$ cat src/rtl/player_health_if.sv
// Bundles the game-state, damage/heal event inputs and HP/status outputs
// between the gameplay logic and the player_health tracker.
interface player_health_if;
    logic [1:0] game_active;
    logic [1:0] char_class;
    logic [3:0] char_hp;
    logic       frame_tick;
    logic       dmg_valid;
    logic [3:0] dmg_amount;
    logic       heal_valid;
    logic [3:0] heal_amount;
    logic [3:0] current_hp;
    logic [3:0] max_hp;
    logic       player_dead;
    logic       invuln;
    logic       hit_flash;

    modport master (
        output game_active, char_class, char_hp, frame_tick,
               dmg_valid, dmg_amount, heal_valid, heal_amount,
        input  current_hp, max_hp, player_dead, invuln, hit_flash
    );

    modport slave (
        input  game_active, char_class, char_hp, frame_tick,
               dmg_valid, dmg_amount, heal_valid, heal_amount,
        output current_hp, max_hp, player_dead, invuln, hit_flash
    );
endinterface

$ cat src/rtl/player_health.sv
// Player hit-point tracker: loads class HP at game start, applies damage/heal,
// and runs frame-counted invulnerability with a blinking hit flash.
module player_health #(
    parameter int unsigned INVULN_FRAMES = 60,
    parameter int unsigned FLASH_FRAMES  = 4
) (
    input  logic           clk,
    input  logic           rst,
    player_health_if.slave bus
);
    typedef enum logic [1:0] {S_IDLE, S_ALIVE, S_INVULN, S_DEAD} state_t;

    localparam logic [7:0] INV_LOAD   = 8'(INVULN_FRAMES);
    localparam logic [3:0] FLASH_LOAD = 4'(FLASH_FRAMES);

    function automatic logic [3:0] sat_sub(input logic [3:0] a, input logic [3:0] b);
        logic [4:0] d;
        d = {1'b0, a} - {1'b0, b};
        return d[4] ? 4'd0 : d[3:0];
    endfunction

    function automatic logic [3:0] clamp_add(input logic [3:0] a, input logic [3:0] b,
                                             input logic [3:0] lim);
        logic [4:0] s;
        s = {1'b0, a} + {1'b0, b};
        return (s > {1'b0, lim}) ? lim : s[3:0];
    endfunction

    state_t     r_state, w_state_nxt;
    logic [1:0] r_ga_prev;
    logic [3:0] r_cur_hp, w_cur_hp_nxt;
    logic [3:0] r_max_hp, w_max_hp_nxt;
    logic [7:0] r_inv_cnt, w_inv_cnt_nxt;
    logic [3:0] r_flash_cnt, w_flash_cnt_nxt;
    logic       r_flash_phase, w_flash_phase_nxt;
    logic       r_dead, r_invuln, r_hit_flash;
    logic       w_start;
    logic [3:0] w_hp_dmg;
    logic [3:0] w_hp_heal;

    assign w_start   = (r_ga_prev == 2'd0) && (bus.game_active == 2'd1);
    assign w_hp_dmg  = sat_sub(r_cur_hp, bus.dmg_amount);
    assign w_hp_heal = clamp_add(r_cur_hp, bus.heal_amount, r_max_hp);

    always_comb begin
        w_state_nxt       = r_state;
        w_cur_hp_nxt      = r_cur_hp;
        w_max_hp_nxt      = r_max_hp;
        w_inv_cnt_nxt     = r_inv_cnt;
        w_flash_cnt_nxt   = r_flash_cnt;
        w_flash_phase_nxt = r_flash_phase;
        case (bus.game_active)
            2'd0: begin
                w_state_nxt       = S_IDLE;
                w_cur_hp_nxt      = 4'd0;
                w_max_hp_nxt      = 4'd0;
                w_inv_cnt_nxt     = 8'd0;
                w_flash_cnt_nxt   = 4'd0;
                w_flash_phase_nxt = 1'b0;
            end
            2'd1: begin
                case (r_state)
                    S_IDLE: begin
                        if (w_start && bus.char_class != 2'd0 && bus.char_hp != 4'd0) begin
                            w_state_nxt  = S_ALIVE;
                            w_cur_hp_nxt = bus.char_hp;
                            w_max_hp_nxt = bus.char_hp;
                        end
                    end
                    S_ALIVE: begin
                        // Damage takes priority; a heal in the same cycle is dropped.
                        if (bus.dmg_valid && bus.dmg_amount != 4'd0) begin
                            w_cur_hp_nxt = w_hp_dmg;
                            if (w_hp_dmg == 4'd0) begin
                                w_state_nxt = S_DEAD;
                            end else begin
                                w_state_nxt       = S_INVULN;
                                w_inv_cnt_nxt     = INV_LOAD;
                                w_flash_cnt_nxt   = FLASH_LOAD;
                                w_flash_phase_nxt = 1'b1;
                            end
                        end else if (bus.heal_valid) begin
                            w_cur_hp_nxt = w_hp_heal;
                        end
                    end
                    S_INVULN: begin
                        if (bus.heal_valid) begin
                            w_cur_hp_nxt = w_hp_heal;
                        end
                        if (bus.frame_tick) begin
                            if (r_inv_cnt <= 8'd1) begin
                                w_state_nxt       = S_ALIVE;
                                w_inv_cnt_nxt     = 8'd0;
                                w_flash_cnt_nxt   = 4'd0;
                                w_flash_phase_nxt = 1'b0;
                            end else begin
                                w_inv_cnt_nxt = r_inv_cnt - 8'd1;
                                if (r_flash_cnt <= 4'd1) begin
                                    w_flash_cnt_nxt   = FLASH_LOAD;
                                    w_flash_phase_nxt = ~r_flash_phase;
                                end else begin
                                    w_flash_cnt_nxt = r_flash_cnt - 4'd1;
                                end
                            end
                        end
                    end
                    S_DEAD: begin
                        w_cur_hp_nxt = 4'd0;
                    end
                    default: begin
                        w_state_nxt = S_IDLE;
                    end
                endcase
            end
            default: begin
                // Game over / paused: everything holds.
            end
        endcase
    end

    always_ff @(posedge clk) begin
        if (rst) begin
            r_state       <= S_IDLE;
            r_ga_prev     <= 2'd0;
            r_cur_hp      <= 4'd0;
            r_max_hp      <= 4'd0;
            r_inv_cnt     <= 8'd0;
            r_flash_cnt   <= 4'd0;
            r_flash_phase <= 1'b0;
            r_dead        <= 1'b0;
            r_invuln      <= 1'b0;
            r_hit_flash   <= 1'b0;
        end else begin
            r_state       <= w_state_nxt;
            r_ga_prev     <= bus.game_active;
            r_cur_hp      <= w_cur_hp_nxt;
            r_max_hp      <= w_max_hp_nxt;
            r_inv_cnt     <= w_inv_cnt_nxt;
            r_flash_cnt   <= w_flash_cnt_nxt;
            r_flash_phase <= w_flash_phase_nxt;
            r_dead        <= (w_state_nxt == S_DEAD);
            r_invuln      <= (w_state_nxt == S_INVULN);
            r_hit_flash   <= (w_state_nxt == S_INVULN) && w_flash_phase_nxt;
        end
    end

    assign bus.current_hp  = r_cur_hp;
    assign bus.max_hp      = r_max_hp;
    assign bus.player_dead = r_dead;
    assign bus.invuln      = r_invuln;
    assign bus.hit_flash   = r_hit_flash;
endmodule

$ cat src/flat_wrapper.sv
// flat-port wrapper written by rule: the top's interface ports become plain ports
module player_health_flat 
#(
    parameter int unsigned INVULN_FRAMES = 60,
    parameter int unsigned FLASH_FRAMES  = 4
)
  (clk, rst, bus_game_active, bus_char_class, bus_char_hp, bus_frame_tick, bus_dmg_valid, bus_dmg_amount, bus_heal_valid, bus_heal_amount, bus_current_hp, bus_max_hp, bus_player_dead, bus_invuln, bus_hit_flash);
  player_health_if bus_i ();
  input  logic clk;
  input  logic rst;
  input wire logic [$bits(bus_i.game_active)-1:0] bus_game_active;
  input wire logic [$bits(bus_i.char_class)-1:0] bus_char_class;
  input wire logic [$bits(bus_i.char_hp)-1:0] bus_char_hp;
  input wire logic [$bits(bus_i.frame_tick)-1:0] bus_frame_tick;
  input wire logic [$bits(bus_i.dmg_valid)-1:0] bus_dmg_valid;
  input wire logic [$bits(bus_i.dmg_amount)-1:0] bus_dmg_amount;
  input wire logic [$bits(bus_i.heal_valid)-1:0] bus_heal_valid;
  input wire logic [$bits(bus_i.heal_amount)-1:0] bus_heal_amount;
  output wire logic [$bits(bus_i.current_hp)-1:0] bus_current_hp;
  output wire logic [$bits(bus_i.max_hp)-1:0] bus_max_hp;
  output wire logic [$bits(bus_i.player_dead)-1:0] bus_player_dead;
  output wire logic [$bits(bus_i.invuln)-1:0] bus_invuln;
  output wire logic [$bits(bus_i.hit_flash)-1:0] bus_hit_flash;
  assign bus_i.game_active = bus_game_active;
  assign bus_i.char_class = bus_char_class;
  assign bus_i.char_hp = bus_char_hp;
  assign bus_i.frame_tick = bus_frame_tick;
  assign bus_i.dmg_valid = bus_dmg_valid;
  assign bus_i.dmg_amount = bus_dmg_amount;
  assign bus_i.heal_valid = bus_heal_valid;
  assign bus_i.heal_amount = bus_heal_amount;
  assign bus_current_hp = bus_i.current_hp;
  assign bus_max_hp = bus_i.max_hp;
  assign bus_player_dead = bus_i.player_dead;
  assign bus_invuln = bus_i.invuln;
  assign bus_hit_flash = bus_i.hit_flash;
  player_health #(.INVULN_FRAMES(INVULN_FRAMES), .FLASH_FRAMES(FLASH_FRAMES)) u_core (.clk(clk), .rst(rst), .bus(bus_i));
endmodule
$ cat config.mk
export PLATFORM = sky130hd
export DESIGN_NAME = player_health_flat
export DESIGN_NICKNAME = d
export VERILOG_FILES = /design/src/rtl/player_health_if.sv /design/src/rtl/player_health.sv /design/src/flat_wrapper.sv
export SDC_FILE = /design/constraint.sdc
export NUM_CORES = 1
export LEC_CHECK = 0
export ABC_AREA = 1
export ABC_CLOCK_PERIOD_IN_PS = 3460
export CORE_MARGIN = 3
export CORE_UTILIZATION = 50
export DETAILED_ROUTE_END_ITERATION = 8
export PLACE_DENSITY = 0.74
export SLEW_MARGIN = 20
export SYNTH_ARGS = -nofsm -noshare
export SYNTH_HDL_FRONTEND = slang
export SYNTH_SLANG_ARGS = --single-unit
$ cat constraint.sdc
create_clock -name clk -period 3.46 [get_ports clk]
set_input_delay 0.865 -clock clk [delete_from_list [all_inputs] [get_ports clk]]
set_output_delay 0.865 -clock clk [all_outputs]
set_load 0.01 [all_outputs]
# ---- Yosys cells after proc, flatten, opt, wreduce, memory -nomap -nowiden
# Cells that the tools add are included.
dict set report word_totals {
  wordCells 83
  reg_bits 28
  input_bits 21
}
dict set report op_classes {
  mux 36
  n_bitwise 1
  n_reduce_logical 16
  n_eq_ne 13
  order_cmp 3
  add_sub_neg 4
}
# cell count
set ops {}
lappend ops {{4-bit 2-to-1 mux} 11}
lappend ops {{8-bit 2-to-1 mux} 4}
lappend ops {{4-bit one-hot mux with 2 select lines} 4}
lappend ops {{8-bit one-hot mux with 2 select lines} 2}
lappend ops {{4-bit one-hot mux with 4 select lines} 1}
lappend ops {{3-bit inequality test (second input constant)} 5}
lappend ops {{2-bit == test (second input constant)} 4}
lappend ops {{8-bit by 1-bit <= comparator with 1-bit output (second input constant)} 1}
lappend ops {{2-bit 2-to-1 mux} 4}
lappend ops {{4-bit nonzero test} 2}
lappend ops {{8-bit by 1-bit subtractor with 8-bit output (second input constant)} 1}
lappend ops {{2-bit logical NOT} 3}
lappend ops {{1-bit 2-to-1 mux} 6}
lappend ops {{2-bit one-hot mux with 3 select lines} 1}
lappend ops {{4-bit by 4-bit adder with 5-bit output} 1}
lappend ops {{5-bit by 4-bit greater-than comparator with 1-bit output} 1}
lappend ops {{1-bit logical AND} 5}
lappend ops {{5-bit AND reduction} 1}
lappend ops {{4-bit by 4-bit subtractor with 5-bit output} 1}
lappend ops {{2-bit by 1-bit == test with 1-bit output (second input constant)} 2}
lappend ops {{4-bit by 1-bit <= comparator with 1-bit output (second input constant)} 1}
lappend ops {{4-bit logical NOT} 1}
lappend ops {{2-bit inequality test (second input constant)} 2}
lappend ops {{1-bit one-hot mux with 2 select lines} 2}
lappend ops {{6 further kinds} 7}

# ---- Depth between registers and ports, before layout
# Gate-level depths: netlist (run 1).
dict set report depth {
  depth_word 9
  mapped_depth 17
  ltp_nobuf 17
}

# ---- Worst setup path after synthesis (run 1)
# No wires, ideal clock.
dict set report synth_path {
  path_kind {input-to-reg}
  from {input port bus_heal_amount[0]}
  to {register u_core.r_cur_hp[0] (netlist: u_core.bus.current_hp[0])}
  arrival_ns 2.560
  setup_slack_ns 0.768
  cell_stages 15
  required_ns 3.328
  path_cell_list {ha_1 inv_1 fa_1 inv_1 ha_1 a21oi_1 o21ai_1 nand2_1 nand2_1 nand2_1 nand3_1 nand2_1 nand2_1 nand2_1 a21oi_1}
}
dict set report synth_between {
  elab_chain_len 7
}
# item line_no
set synth_rtl {}
lappend synth_rtl {{from (decl)} flat_wrapper.sv:18} ;# input wire logic [$bits(bus_i.heal_amount)-1:0] bus_heal_amount;
lappend synth_rtl {{4-bit by 4-bit adder with 5-bit output *} player_health.sv:25} ;# s = {1'b0, a} + {1'b0, b};
lappend synth_rtl {{5-bit by 4-bit greater-than comparator with 1-bit output} player_health.sv:26} ;# return (s > {1'b0, lim}) ? lim : s[3:0];
lappend synth_rtl {{4-bit 2-to-1 mux *} player_health.sv:26}
lappend synth_rtl {{4-bit 2-to-1 mux *} {player_health.sv:82, player_health.sv:87}}
lappend synth_rtl {{4-bit 2-to-1 mux} player_health.sv:72} ;# if (bus.dmg_valid && bus.dmg_amount != 4'd0) begin
lappend synth_rtl {{4-bit one-hot mux with 4 select lines *} player_health.sv:62} ;# case (r_state)
lappend synth_rtl {{4-bit one-hot mux with 2 select lines *} player_health.sv:52} ;# case (bus.game_active)
lappend synth_rtl {{to (signal assigned)} player_health.sv:136} ;# r_cur_hp <= w_cur_hp_nxt;
lappend synth_rtl {{to (decl)} player_health.sv:31} ;# logic [3:0] r_cur_hp, w_cur_hp_nxt;
# Mark *: on every way between the ends. The rest lies on a longest branch, timed or not.
# A chain may end at the register's enable or synchronous reset.

# ---- Worst setup path after layout (run 1)
dict set report layout_path {
  from {input port bus_heal_amount[0]}
  to {register u_core.r_cur_hp[2] (netlist: u_core.bus.current_hp[2])}
}
# The elaborated chain is that of the path after synthesis.

==> out/summary.json, run 1 <==
{
  "antenna_found_initial": 0,
  "tritoncts": "yes",
  "floorplan.die_area_sq_um": 5410,
  "worst_slew_margin_pct": 68.0,
  "first_global_vias": 2074,
  "report.final.hold_viol_count": 0,
  "dieWidth_microns": 73.5,
  "synth_cell_type_count": 36,
  "drt_drc_violations_left": 0,
  "critPathCaptureType": "flip-flop",
  "io_buffer_count": 31,
  "yosysSeqAreaShare_pct": 24.6,
  "power_per_cell_area_nw_per_um2": 291,
  "cts-root-buf": "sky130_fd_sc_hd__clkbuf_8",
  "synth_cells": 347,
  "syn_area_sq_um": 2280,
  "crit_fanout": 5,
  "cts_buffers": 3,
  "hold_path_startpoint": "u_core.r_inv_cnt[7]$_SDFFE_PP0P_",
  "power.sequential.fraction_pct": 42.8,
  "fraction_of_layout_cells_with_a_size_suffix_above_1_pct": 8.99,
  "antenna-diode-count": 0,
  "critPathSlowestCell": "sky130_fd_sc_hd__fa_1",
  "clock_latency_ns": 0.28,
  "rows": 23,
  "crit_top_cell": "sky130_fd_sc_hd__nand2_1",
  "worst_setup_path_start_kind": "primary input",
  "cts-htree-levels": 1,
  "place_congestion": 0.875,
  "grt_pass1_wl_mm": 9.15,
  "floorplan.die.height_microns": 73.5,
  "timing.rr.end": "u_core.bus.current_hp[2]$_SDFFE_PP0P_",
  "achievable-frequency_ghz": 0.331,
  "combPwrFrac_pct": 23.3,
  "synth_nets": 390,
  "final_antenna_net_count": 0,
  "cp_top_family": "adder cells",
  "hold_slack_ns": 0.497,
  "report.final.slew_viol_count": 0,
  "power.clock.fraction_pct": 33.9,
  "clkSinkCount": 28,
  "rr_worst_depth": 15,
  "timing.setup.tns_ns": 0,
  "cts_post_setup_buffers_inserted": 0,
  "synth_to_final_area_change_pct": 18.9,
  "result_of_the_run": "finished clean",
  "timing.critical_path.buf_inv": 3,
  "grt.total_usage_pct": 20.9,
  "path_class": "in2reg",
  "power_report.internal_total_mw": 0.560,
  "cp_data_required_time_ns": 3.64,
  "p_leak_nw": 1.20,
  "min-delay-path-class": "reg2reg",
  "timing.critical_path.arrival_ns": 3.20,
  "min_delay_worst_endpoint": "u_core.r_inv_cnt[7]$_SDFFE_PP0P_",
  "worstReg2RegStart": "u_core.bus.current_hp[0]$_SDFFE_PP0P_",
  "finish.net_count": 422,
  "worst_clock_skew_ns": 0.00393,
  "max_cap_viol_count": 0,
  "initialDrtViolationCount": 125,
  "post_detailed_placement_half_perimeter_wirelength_mm": 4.21,
  "r2r_setup_slack_ns": 0.98,
  "top_level_ports": 32,
  "grt_setup_unrepaired": "no",
  "p_switching_mw": 0.230,
  "min_delay_path_depth": 2,
  "post_cts_hold_buffer_count": 0,
  "setup-violations-final": 0,
  "cts_max_path_buffers": 2,
  "wl_mm": 5.27,
  "final_period_minus_worst_setup_slack_ns": 3.02,
  "post_drt_wl_per_cell_microns": 12.3,
  "vdd_drop_max_mv": 0.248,
  "start_util_pct": 54.3,
  "register_bit_total_from_synthesis": 28,
  "routed-via-count": 2272,
  "synth_warnings": 0,
  "power_switching_share_pct": 29.1,
  "post_synth.cell_area_avg_sq_um": 6.57,
  "cp_cell_sequence": "clkdlybuf4s50_1, ha_1, inv_1, fa_1, inv_1, ha_1, a21oi_1, o21ai_1, nand2_1, nand2_1, nand2_1, nand3_1, nand2_1, nand2_1, nand2_1, a21oi_1",
  "path_clk_slew_ns": 0.10,
  "fin_crit_sh_pct": 87.3,
  "timing_worst_slew_pin_value_ns": 0.478,
  "grt_max_degree": 17,
  "critical_path_depth": 16,
  "pre_antenna_drt_iters": 4,
  "standard_cell_core_area_sq_um": 4200,
  "globalRoute.totalOverflow": 0,
  "cts_resized": 0,
  "via_density_per_instance": 5.31,
  "power.total_mw": 0.789,
  "timing.critical_path.slowest_cell_delay_ns": 0.49
}
[layer usage]
metal / track usage (%) / vias to the layer above / wire [microns]
met4: 3.62 / 0 / 35
met1: 30.3 / 1032 / 2590
met3: 2.74 / 5 / 281
li1: - / 1189 / -
met5: 0 / - / 0
met2: 33.5 / 46 / 2360
[Yosys cell counts (all sizes together)]
cell	instances	area (sq um)
inv	57	214
xor2	4	35.0
xnor2	1	8.76
nand3	31	188
a21oi	24	120
nand3b	1	7.51
nand4	6	67.6
buf	1	5.00
fa	2	40.0
ha	20	250
dfxtp	28	561
o21a	1	7.51
clkbuf	4	15.0
a31oi	4	31.3
nor4	1	6.26
nor3	7	46.3
nor2	44	184
a211oi	2	20.0
o22ai	1	6.26
o211ai	1	7.51
nand2	84	335
or2	1	6.26
o21ai	22	118
[worst register-to-register path, cell delays in order, from the launching register on]
cell	delay, ns
sky130_fd_sc_hd__dfxtp_1	0.45
sky130_fd_sc_hd__ha_1	0.20
sky130_fd_sc_hd__inv_1	0.05
sky130_fd_sc_hd__fa_1	0.49
sky130_fd_sc_hd__inv_1	0.06
sky130_fd_sc_hd__ha_1	0.28
sky130_fd_sc_hd__a21oi_1	0.15
sky130_fd_sc_hd__o21ai_1	0.07
sky130_fd_sc_hd__nand2_1	0.13
sky130_fd_sc_hd__nand2_1	0.12
sky130_fd_sc_hd__nand2_1	0.09
sky130_fd_sc_hd__nand3_1	0.06
sky130_fd_sc_hd__nand2_1	0.07
sky130_fd_sc_hd__nand2_1	0.04
sky130_fd_sc_hd__nand2_1	0.06
sky130_fd_sc_hd__a21oi_1	0.05
[how the worst max path moves through the flow]
| stage | start | endpoint | slack (ns) |
|---|---|---|---|
| 2_1_floorplan | bus_heal_amount[0] | u_core.bus.current_hp[0]$_SDFFE_PP0P_ | 0.77 |
| 3_3_place_gp | bus_heal_amount[0] | u_core.bus.current_hp[1]$_SDFFE_PP0P_ | 0.21 |
| 3_5_place_dp | bus_heal_amount[0] | u_core.bus.current_hp[1]$_SDFFE_PP0P_ | 0.13 |
| 4_1_cts | bus_heal_amount[0] | u_core.bus.current_hp[1]$_SDFFE_PP0P_ | 0.44 |
| 5_1_grt | bus_heal_amount[2] | u_core.bus.current_hp[0]$_SDFFE_PP0P_ | 0.19 |
| 6_report | bus_heal_amount[0] | u_core.bus.current_hp[2]$_SDFFE_PP0P_ | 0.44 |
[power by group through the flow]
stage               sequential (mW)  clock, mW  combinational [mW]
floorplan                     0.344          0               0.123
global placement              0.345          0               0.179
detailed placement            0.345          0               0.183
CTS                           0.338      0.272               0.184
global route                  0.339      0.282               0.208
finish                        0.338      0.267               0.184
[state kept, by name (all words and copies together) (netlist names)]
register and count:
u_core.r_flash_phase 1, u_core.bus.player_dead 1, u_core.bus.current_hp 4, u_core.bus.max_hp 4, u_core.r_inv_cnt 8, u_core.r_flash_cnt 4, u_core.r_state 2, u_core.r_ga_prev 2
u_core.bus.invuln 1, u_core.bus.hit_flash 1
[placed cells by master, fill, tap and decap left out, drive strengths merged]
cell           Yosys  routed
nor3               7       7
ha                20      20
xor2               4       4
nand3             31      31
o21ai             22      22
bufinv             0       1
nor2              44      44
inv               57      57
nand4              6       6
o211ai             1       1
clkbuf             4       3
or2                1       1
o21a               1       1
o22ai              1       1
a21oi             24      24
a31oi              4       4
buf                1       1
clkdlybuf4s50      0      31
dfxtp             28      28
fa                 2       2
nor4               1       1
a211oi             2       2
nand2             84      84
xnor2              1       1
nand3b             1       1
[layout make-up]
type | count | area (sq um)
well taps | 50 | 62.6
multi-input cells | 257 | 1490
flip-flops and latches | 28 | 561
clock buffers | 3 | 41.3
clock inverters | 1 | 30.0
repair buffers | 32 | 318
inverters | 57 | 214
fillers | 412 | 1490
[stage by stage]
stage	utilization, %	instance area, sq um	setup WS (ns)	std cells
after CTS	64.5	2710	0.439	428
after global placement	62.8	2640	0.209	424
after detailed placement	62.8	2640	0.129	424
after floorplan	-	2280	0.768	347
final	64.5	2710	0.439	428
after global routing	64.5	2710	0.193	428
[cells by family after synthesis]
logic type	after synthesis	share of synthesized area (%)
and+or+nand+nor	175	36.9
adders and majority gates	22	12.7
DFF	28	24.6
xor gates and xnor gates	5	1.92
buffers and inverters	62	10.3
AOI/OAI and AO/OA	55	13.6
Note: power is estimated with default switching activity, not from simulation.
==> run 2: changes to the inputs <==
Settings changed: ABC_CLOCK_PERIOD_IN_PS 3460 to 3500, CORE_ASPECT_RATIO set to 1.75.
Clock period 3.46 ns to 3.5 ns, I/O delays scaled along.
==> run 2 against run 1 <==
Core utilization fell by 1.0 points. Critical path type unchanged. Sequential cell count is the same. Clock skew about the same. Total power down 1.2%. Clock power about the same. Via count grew 0.18%. Sequential power down 1%. Critical path depth did not move. Sequential share of layout area barely moved. Worst setup slack worse by 0.10 ns. Die area rose by 0.58%. Combinational power is essentially flat.
==> out/summary.json, run 2 (synthesis gave the netlist of run 1 again) <==
{
  "result_of_the_run": "finished clean",
  "final_period_minus_worst_setup_slack_ns": 3.16,
  "initialDrtViolationCount": {"value": 111, "change": "-11%"},
  "pre_antenna_drt_iters": {"value": 4, "change": "unchanged"},
  "largest_register": "u_core.r_inv_cnt",
  "fraction_of_layout_cells_with_a_size_suffix_above_1": {"value": 8.99, "unit": "%", "change": "unchanged"},
  "r2r_setup_slack": {"value": 0.91, "unit": "ns", "change": "-0.07 ns"},
  "setup-violations-final": {"value": 0, "change": "unchanged"},
  "timing.critical_path.arrival": {"value": 3.34, "unit": "ns", "change": "+0.14 ns"},
  "p_leak": {"value": 1.20, "unit": "nW", "change": "unchanged"},
  "drt_drc_violations_left": {"value": 0, "change": "unchanged"},
  "path_class": "in2reg",
  "final_antenna_net_count": {"value": 0, "change": "unchanged"},
  "vdd_drop_max": {"value": 0.295, "unit": "mV", "change": "+19%"},
  "place_congestion": {"value": 0.866, "change": "-0.94%"},
  "antenna_found_initial": {"value": 0, "change": "unchanged"},
  "crit_top_cell": "sky130_fd_sc_hd__nand2_1",
  "floorplan.die.height": {"value": 95.3, "unit": "microns", "change": "+30%"},
  "tritoncts": "yes",
  "standard_cell_core_area": {"value": 4270, "unit": "sq um", "change": "+1.5%"},
  "worst_clock_skew": {"value": 0.00365, "unit": "ns", "change": "-0.000275 ns"},
  "antenna-diode-count": {"value": 0, "change": "unchanged"},
  "timing_worst_slew_pin_value": {"value": 0.483, "unit": "ns", "change": "+0.00469 ns"},
  "cp_data_required_time": {"value": 3.68, "unit": "ns", "change": "+0.04 ns"},
  "fin_crit_sh_pct": 90.3,
  "hold_slack": {"value": 0.501, "unit": "ns", "change": "+0.00370 ns"},
  "post_detailed_placement_half_perimeter_wirelength": {"value": 4.36, "unit": "mm", "change": "+3.6%"},
  "grt_max_degree": {"value": 21, "change": "+4"},
  "grt_setup_unrepaired": "no",
  "start_util": {"value": 53.4, "unit": "%", "change": "-0.83 points"},
  "critPathCaptureType": "flip-flop",
  "wl": {"value": 5.45, "unit": "mm", "change": "+3.3%"},
  "path_clk_slew": {"value": 0.10, "unit": "ns", "change": "about the same"},
  "critPathSlowestCell": "sky130_fd_sc_hd__clkdlybuf4s50_1",
  "cts_buffers": {"value": 3, "change": "unchanged"},
  "worst_slew_margin": {"value": 67.7, "unit": "%", "change": "-0.31 points"},
  "cts-root-buf": "sky130_fd_sc_hd__clkbuf_8",
  "crit_fanout": {"value": 5, "change": "unchanged"},
  "dieWidth": {"value": 57.0, "unit": "microns", "change": "-22%"},
  "routed-via-count": {"value": 2276, "change": "+0.18%"},
  "nFillCells": {"value": 392, "change": "-4.9%"},
  "cp_cell_sequence": "clkdlybuf4s50_1, ha_1, inv_1, fa_1, xnor2_1, ha_1, nand2_1, o21ai_1, nand2_1, nand2_1, nand2_1, nand3_1, nand2_1, nand2_1, nand2_1, a21oi_1",
  "cts_resized": {"value": 0, "change": "unchanged"},
  "cts_post_setup_buffers_inserted": {"value": 0, "change": "unchanged"},
  "layout.cells.most_common_list": "sky130_fd_sc_hd__nand2_1, sky130_fd_sc_hd__inv_1, sky130_fd_sc_hd__nor2_1",
  "rows": {"value": 31, "change": "+35%"},
  "timing.setup.tns": {"value": 0, "unit": "ns", "change": "unchanged"},
  "cts_max_path_buffers": {"value": 2, "change": "unchanged"},
  "grt.total_usage": {"value": 21.7, "unit": "%", "change": "+0.72 points"},
  "clkSinkCount": {"value": 28, "change": "unchanged"},
  "cts-htree-levels": {"value": 1, "change": "unchanged"},
  "finish.net_count": {"value": 422, "change": "unchanged"},
  "via_density_per_instance": {"value": 5.33, "change": "+0.41%"},
  "io_buffer_count": {"value": 31, "change": "unchanged"},
  "layout_commonest_cell": "sky130_fd_sc_hd__nand2_1",
  "grt_pass1_wl": {"value": 9.36, "unit": "mm", "change": "+2.3%"},
  "report.final.hold_viol_count": {"value": 0, "change": "unchanged"},
  "worst_setup_path_start_kind": "primary input",
  "achievable-frequency_ghz": 0.316,
  "post_drt_wl_per_cell": {"value": 12.8, "unit": "microns", "change": "+3.6%"},
  "globalRoute.totalOverflow": {"value": 0, "change": "unchanged"},
  "max_cap_viol_count": {"value": 0, "change": "unchanged"},
  "min-delay-path-class": "reg2reg",
  "floorplan.die_area": {"value": 5440, "unit": "sq um", "change": "+0.58%"},
  "clock_latency": {"value": 0.28, "unit": "ns", "change": "about the same"},
  "top_level_ports": {"value": 32, "change": "unchanged"},
  "post_cts_hold_buffer_count": {"value": 0, "change": "unchanged"},
  "first_global_vias": {"value": 2206, "change": "+6.4%"},
  "report.final.slew_viol_count": {"value": 0, "change": "unchanged"},
  "timing.critical_path.slowest_cell_delay": {"value": 0.46, "unit": "ns", "change": "-0.03 ns"},
  "largest_register_ffs": {"value": 8, "change": "unchanged"},
  "synth_to_final_area_change": {"value": 18.9, "unit": "%", "change": "about the same"},
  "power_per_cell_area": {"value": 288, "unit": "nW/um^2", "change": "-1.1%"}
}
[run 2: final timing paths]
path,startpoint,to,cells after the start
setup / recovery,bus_heal_amount[0],u_core.bus.current_hp[2]$_SDFFE_PP0P_,16
hold / removal,u_core.r_inv_cnt[7]$_SDFFE_PP0P_,u_core.r_inv_cnt[7]$_SDFFE_PP0P_,2
setup reg to reg,u_core.bus.current_hp[0]$_SDFFE_PP0P_,u_core.bus.current_hp[2]$_SDFFE_PP0P_,15
hold reg to reg,u_core.r_inv_cnt[7]$_SDFFE_PP0P_,u_core.r_inv_cnt[7]$_SDFFE_PP0P_,2
[run 2: worst max-delay path, delay by kind of cell]
family	cells	cell delay, ns
AO/OA/AOI/OAI	2	0.12
XOR/XNOR	1	0.28
adder cells (fa/ha/maj)	3	0.88
buffers and inverters	2	0.52
AND/OR/NAND/NOR	8	0.66
[run 2: stage by stage]
stage / power [mW] / instance area (sq um) / instances / utilization, % / setup WS [ns]
floorplan: 0.461 / 2280 / 347 / - / 0.798
global placement: 0.519 / 2640 / 423 / 61.8 / 0.0940
detailed placement: 0.523 / 2640 / 423 / 61.8 / 0.0517
CTS: 0.788 / 2710 / 427 / 63.5 / 0.353
global route: 0.821 / 2710 / 427 / 63.5 / 0.0794
finish: 0.780 / 2710 / 427 / 63.5 / 0.338
[run 2: cell type report]
class / count / area (sq um) / share of cell area, %
Timing Repair Buffer: 32 / 318 / 11.7
Clock buffer: 3 / 41.3 / 1.52
Clock inverter: 1 / 30.0 / 1.11
Inverter: 57 / 214 / 7.89
Sequential cell: 28 / 561 / 20.7
Tap cell: 49 / 61.3 / 2.26
Multi-Input combinational cell: 257 / 1490 / 54.8
[run 2: per-layer routing]
metal  global-route usage [%]  part of all wire [%]  up-vias
met5                        0                     0        -
met4                     10.8                   2.9        0
met3                     2.71                   3.2       13
met2                     42.6                    56       53
li1                         -                     -     1185
met1                     21.5                    38     1025
[run 2: power by group]
part           internal (mW)  switching (mW)
clock                  0.153           0.111
sequential             0.327         0.00745
combinational         0.0732           0.108
